`src/rtl/audio_pkg.sv`:
```
// Shared audio-path constants and sample type for the FIR-to-DAC chain.
package audio_pkg;

  localparam int unsigned SAMPLE_W      = 24;
  localparam int unsigned I2S_SLOT_BITS = 32;

  typedef logic [SAMPLE_W-1:0] sample_t;

endpackage

```
`src/rtl/bclk_divider.sv`:
```
// Bit-clock generator: divides the system clock into BClk and flags each BClk edge.
module bclk_divider #(
  parameter int unsigned CLK_DIV = 8
) (
  input  logic clk,
  input  logic rst,
  input  logic enable,
  output logic bclk,
  output logic rise_tick_c,
  output logic fall_tick_c
);

  localparam int unsigned      DIV_W    = $clog2(CLK_DIV) + 1;
  localparam logic [DIV_W-1:0] DIV_LAST = DIV_W'(CLK_DIV - 1);

  logic [DIV_W-1:0] div_cnt;
  logic             wrap_c;

  // Wrap marks the cycle on which BClk toggles; the tick tells which way it goes.
  assign wrap_c      = enable && (div_cnt == DIV_LAST);
  assign rise_tick_c = wrap_c && !bclk;
  assign fall_tick_c = wrap_c && bclk;

  // Half-period counter and BClk toggle; disable parks both at zero.
  always_ff @(posedge clk or posedge rst) begin
    if (rst) begin
      div_cnt <= '0;
      bclk    <= 1'b0;
    end else if (!enable) begin
      div_cnt <= '0;
      bclk    <= 1'b0;
    end else if (wrap_c) begin
      div_cnt <= '0;
      bclk    <= ~bclk;
    end else begin
      div_cnt <= div_cnt + DIV_W'(1);
    end
  end

endmodule

```
`src/rtl/i2s_dac_tx.sv`:
```
// Mono I2S transmitter: latches one filter sample per frame and sends it MSB first
// in both slots, one BClk after each LRClk edge, with zero padding.
module i2s_dac_tx
  import audio_pkg::*;
#(
  parameter int unsigned CLK_DIV      = 8,
  parameter int unsigned SLOT_BITS    = I2S_SLOT_BITS,
  parameter int unsigned SAMPLE_WIDTH = SAMPLE_W
) (
  input  logic                    Clock,
  input  logic                    Reset,
  input  logic                    Enable,
  input  logic [SAMPLE_WIDTH-1:0] WaveIn,
  output logic                    BClk,
  output logic                    LRClk,
  output logic                    SData,
  output logic                    FrameStrobe
);

  localparam int unsigned    FRAME_BITS = 2 * SLOT_BITS;
  localparam int unsigned    F_W        = $clog2(FRAME_BITS);
  localparam logic [F_W-1:0] F_LAST     = F_W'(FRAME_BITS - 1);
  localparam logic [F_W-1:0] F_SLOT     = F_W'(SLOT_BITS);
  localparam logic [F_W-1:0] P_TAIL     = F_W'(SLOT_BITS - 1);
  localparam logic [F_W-1:0] P_DATA     = F_W'(SAMPLE_WIDTH);

  logic                    rise_tick_c;
  logic                    fall_tick_c;

  logic [F_W-1:0]          f;
  logic [SAMPLE_WIDTH-1:0] shadow;

  logic [F_W-1:0]          f_step;
  logic [F_W-1:0]          pos_raw;
  logic [F_W-1:0]          slot_pos;
  logic [SAMPLE_WIDTH-1:0] shifted;
  logic                    bit_c;

  logic [F_W-1:0]          f_nxt;
  logic [SAMPLE_WIDTH-1:0] shadow_nxt;
  logic                    lrclk_nxt;
  logic                    sdata_nxt;
  logic                    strobe_nxt;

  bclk_divider #(
    .CLK_DIV(CLK_DIV)
  ) u_div (
    .clk        (Clock),
    .rst        (Reset),
    .enable     (Enable),
    .bclk       (BClk),
    .rise_tick_c(rise_tick_c),
    .fall_tick_c(fall_tick_c)
  );

  // Frame index, slot position and serial bit for the upcoming BClk period.
  always_comb begin
    f_step   = (f == F_LAST) ? '0 : f + F_W'(1);
    pos_raw  = f_step - F_W'(1);
    slot_pos = P_TAIL;
    if (f_step != '0) begin
      slot_pos = (pos_raw >= F_SLOT) ? pos_raw - F_SLOT : pos_raw;
    end
    shifted = shadow << slot_pos;
    bit_c   = (f_step != '0) && (slot_pos < P_DATA) && shifted[SAMPLE_WIDTH-1];
  end

  // Next-state for frame counter, shadow sample and registered serial outputs.
  always_comb begin
    f_nxt      = f;
    shadow_nxt = shadow;
    lrclk_nxt  = LRClk;
    sdata_nxt  = SData;
    strobe_nxt = 1'b0;
    if (!Enable) begin
      f_nxt     = F_LAST;
      lrclk_nxt = 1'b0;
      sdata_nxt = 1'b0;
    end else if (fall_tick_c) begin
      f_nxt     = f_step;
      lrclk_nxt = (f_step >= F_SLOT);
      sdata_nxt = bit_c;
      if (f_step == '0) begin
        shadow_nxt = WaveIn;
        strobe_nxt = 1'b1;
      end
    end
  end

  // State registers; async reset returns to the idle pre-frame position.
  always_ff @(posedge Clock or posedge Reset) begin
    if (Reset) begin
      f           <= F_LAST;
      shadow      <= '0;
      LRClk       <= 1'b0;
      SData       <= 1'b0;
      FrameStrobe <= 1'b0;
    end else begin
      f           <= f_nxt;
      shadow      <= shadow_nxt;
      LRClk       <= lrclk_nxt;
      SData       <= sdata_nxt;
      FrameStrobe <= strobe_nxt;
    end
  end

  // The divider never reports both BClk edges in one cycle.
  ticks_exclusive: assert property (@(posedge Clock) disable iff (Reset)
                                    !(rise_tick_c && fall_tick_c));

endmodule

```
`config.mk`:
```
export PLATFORM = sky130hd
export DESIGN_NAME = i2s_dac_tx
export DESIGN_NICKNAME = d
export VERILOG_FILES = /design/src/rtl/audio_pkg.sv /design/src/rtl/bclk_divider.sv /design/src/rtl/i2s_dac_tx.sv
export SDC_FILE = /design/constraint.sdc
export NUM_CORES = 1
export LEC_CHECK = 0
export CORE_MARGIN = 1
export CORE_UTILIZATION = 54
export DETAILED_ROUTE_END_ITERATION = 10
export PLACE_DENSITY_LB_ADDON = 0.1
export SLEW_MARGIN = 30
export SYNTH_ARGS = -nofsm -noshare
export SYNTH_HDL_FRONTEND = slang
export SYNTH_SLANG_ARGS = --single-unit
```
`constraint.sdc`:
```
create_clock -name Clock -period 2.8 [get_ports Clock]
set_input_delay 0.56 -clock Clock [delete_from_list [all_inputs] [get_ports Clock]]
set_output_delay 0.56 -clock Clock [all_outputs]
set_load 0.05 [all_outputs]
```
==> results of run 1 <==
==> path summary, 6_finish.rpt <==
kind / start / endpoint / slack, ps / depth (start not counted)
min: u_div.div_cnt[0] / u_div.div_cnt[0] / 480 / 1
max reg2reg: f[0] / SData / 100 / 8
max: f[0] / SData / 100 / 8
max in group asynchronous: Reset / f[5] / 1760 / 3
min reg2reg: u_div.div_cnt[0] / u_div.div_cnt[0] / 480 / 1
min in group asynchronous: Reset / u_div.div_cnt[0] / 680 / 3
==> logic make-up (layout without fill, tap and decap cells) <==
kind of cell	count (synthesis)	after routing
simple gates	66	66
compound gates	43	43
flops	38	38
mux	31	31
buf+inv	15	49
xor+xnor	5	5
fa+ha+maj	3	3
==> layout by cell type (no fill, tap or decap), types with 2 or more instances in the layout <==
| master | synthesis | layout |
|---|---|---|
| inv_1 | 5 | 5 |
| xor2_1 | 3 | 3 |
| nor4_1 | 2 | 2 |
| clkbuf_8 | 0 | 6 |
| nor3_1 | 7 | 7 |
| nand3_1 | 9 | 9 |
| nor3b_1 | 4 | 4 |
| mux2i_1 | 5 | 5 |
| nor2_1 | 15 | 15 |
| nand2_1 | 14 | 14 |
| o31a_1 | 2 | 2 |
| ha_1 | 3 | 3 |
| and2_1 | 4 | 4 |
| dfrtp_1 | 32 | 32 |
| a31oi_1 | 3 | 3 |
| clkdlybuf4s50_1 | 0 | 30 |
| o21ai_0 | 7 | 7 |
| xnor2_1 | 2 | 2 |
| mux2_1 | 24 | 24 |
| or3_1 | 2 | 2 |
| buf_4 | 4 | 5 |
| dfstp_2 | 6 | 6 |
| a21oi_1 | 9 | 9 |
==> per-stage QoR <==
stage / power, W / area (um2) / util, % / worst slack (ps)
floorplan: 0.000582 / 2150 / - / 365
global placement: 0.000623 / 2520 / 67.2 / 263
detailed placement: 0.000626 / 2520 / 67.2 / 121
CTS: 0.00100 / 2610 / 69.7 / 102
global route: 0.00103 / 2610 / 69.7 / 2.78
finish: 0.000995 / 2610 / 69.7 / 104
==> repair_timing <==
action                     in CTS  in global routing
hold buffers                    0                  0
hold endpoints to repair        0                  0
gates resized for setup         0                  1
setup endpoints to repair       0                  1
==> per-layer routing <==
metal | vias to the layer above | wire [um] | part of all wire, %
li1 | 800 | - | -
met1 | 797 | 2080 | 46
met2 | 46 | 2250 | 49
met3 | 10 | 147 | 3.2
met4 | 0 | 69 | 1.5
met5 | - | 0 | 0
==> area by class of cell <==
type | count | area (um2) | area share, %
tap | 48 | 60.1 | 2.30
multi-input combinational | 148 | 1120 | 43.0
sequential | 38 | 958 | 36.7
clock inverter | 1 | 5.00 | 0.192
inverter | 5 | 18.8 | 0.719
clock buffer | 7 | 86.3 | 3.31
timing repair buffer | 36 | 358 | 13.7
==> where the power goes <==
| group | switching, W | internal (W) | total (W) |
|---|---|---|---|
| registers | 0.00000300 | 0.000553 | 0.000556 |
| clock network | 0.000182 | 0.000199 | 0.000380 |
| logic | 0.0000206 | 0.0000379 | 0.0000585 |
| total | 0.000205 | 0.000790 | 0.000995 |
==> state kept, by name, summed over array words and instances, names as in the netlist <==
signal and flops:
u_div.div_cnt 4, SData 1, f 6, LRClk 1, FrameStrobe 1, shadow 24, u_div.bclk 1
==> impl_summary.txt, run 1 <==
----------------------------------------------------
[Worst setup path]
  Slowest cell delay on critical path ... around 600 ps
  Worst-path fanout max ... 9
  Data required, critical path ... 2950 ps
  Worst setup path category ... flip-flop to flip-flop
  Crit-path leading delay family ... compound AO/OA/AOI/OAI gates
  Buffers & Inverters on Critical Path ... 0
  CP Cell Sequence ... ha_1, and2_2, a31oi_2, o21bai_4, or4_1, a31o_1, a41oi_2, o41ai_2
  Kind of start point of the critical path ... flip-flop
  Endpoint kind of the worst setup timing path ... flip-flop
  WP data arrival ... 2850 ps
  Cell type of the slowest stage on the worst timing path ... dfstp_2

[Synth]
  Number of synthesized flops with an enable pin ... 0
  Combinational family with the most area after synthesis ... simple AND/OR/NAND/NOR gates
  Number of warnings reported in the yosys synthesis log ... 0
  Share of synthesized area occupied by flip-flops and latches ... 44.5%
  Commonest cells in the synthesized netlist ... dfrtp_1, mux2_1, nor2_1, nand2_1
  Xor-xnor portion of the synthesized cell area ... 2.03%
  Area fraction in compound gates after synthesis ... 15.2%
  Basic-gate share of the synthesized area counting and, or, nand and nor cells ... around 17%
  Share of the synthesized area in the top cell type ... 37.2%
  Syn Inst Count ... between 200 and 250
  Arithmetic-cell share of the synthesized area counting full adders, half adders and majority gates ... under 10%
  Leading post-synthesis cells by cell area ... dfrtp_1, mux2_1, dfstp_2
  Flip-flop and latch count after synthesis ... 38
  Multiplexer share of the synthesized area ... roughly 16%
  Dominant synthesized flop cell ... dfrtp_1
  Average cell area after synthesis ... 10.7 um2
  FFs w/ async S/R, synth ... 100%
  Cell area after technology mapping ... 2150 um2
  Synthesized netlist net count ... ~230
  Number of distinct library cells after synthesis ... 56
  Cell type contributing the most total cell area after synthesis ... dfrtp_1
  Most used standard cell by instance count after synthesis ... dfrtp_1

[Finish]
  Number of diodes ... 0
  Fraction of final layout cells with drive strength greater than 1 ... 14.9%
  Total of fill cells in the finished design ... 282
  Number of non-filler instances in the completed layout ... around 280
  Layout overhead on the synthesized area ... 21.1%
  Post-layout net count ... 264

[Place]
  Final GP Congestion ... 0.931
  Number of port buffers ... 30
  Placed cell count ... 275
  Hpwl dp ... 3.41 mm

[Floorplan]
  Die W ... around 65 um
  Core Rows ... 22
  DIE AREA ... 4250 um2
  Count of pins on the block boundary ... 31
  Initial core utilization ... 57.6%
  Y dimension of the die ... 65.2 um
  Floorplan Core Area ... 3740 um2

[STA]
  Least-Margin Pin Slew ... around 500 ps
  WHS ... 479 ps
  Fmax ... around 0.37 GHz
  Setup skew after layout ... 1.73 ps
  Final worst path period share ... 96.3%
  Post-Route Setup TNS ... 0 ps
  Final setup violating endpoints ... 0
  Max-slew violation count ... 0
  RSZ-0062 raised after global routing ... no
  Final critical path time including I/O delays and setup ... 2700 ps
  Final Hold Viols ... 0
  Max-Slew Margin vs Limit ... 66.8%

[Global route]
  Pin count of the biggest net entering global routing ... 39
  Global routing met3 resource utilization ... 4.17%
  Global-route wire length before repair ... 7.62 mm
  Number of antenna violations at the first check in global routing ... 0
  Met1 routing resource usage after global routing ... 31.6%
  Met2 GRT Util ... 39.4%
  Total gr overflow ... 0
  Aggregate global-route resource usage ... a little under a quarter
  Busiest grt layer ... met2
  Number of global-route vias before repair ... 1635

[Routing]
  Number of nets with antenna violations after detailed routing ... 0
  Via total after detailed routing ... 1653
  Average wire per standard cell ... roughly 16 um
  Via density ... between 5 and 6
  1st-iter DRT viols ... 70
  Wire length after detailed routing ... 4.55 mm
  Detailed Routing Iterations Pass 1 ... 4
  Detailed-route DRC error count ... 0

[Clocking]
  Number of buffers inserted by post-CTS setup repair ... 0
  Number of CTS-inserted buffers ... 5
  H-tree depth reported by CTS ... 2
  Worst-Skew Late Latency ... 280 ps
  Clock input transition at the sequential cells of the worst setup and hold paths ... ~70 ps
  Max Root-Sink Buffers ... 2
  CTS tree ... done
  Clock net sink count ... 38
  Clock root cell ... clkbuf_8

[Pwr]
  Ratio of total power to cell area ... roughly 380 nW/um2
  Cell leakage power ... between 1 and 1.5 nW
  Highest ir drop seen on vdd ... 379 uV

[Job]
  Max capacitance violation total ... 0

[Outcome]
  Result of the run ... finished clean

[Hold path]
  Min-delay worst type ... flip-flop to flip-flop

----------------------------------------------------
No activity file was read; power rests on OpenSTA's default activity.
==> inputs of run 2 (changes only) <==
- SLEW_MARGIN: 30 -> 40
- TNS_END_PERCENT: unset -> 20
==> results of run 2 <==
The final DEF is identical to that of run 1; final timing and power are the same.
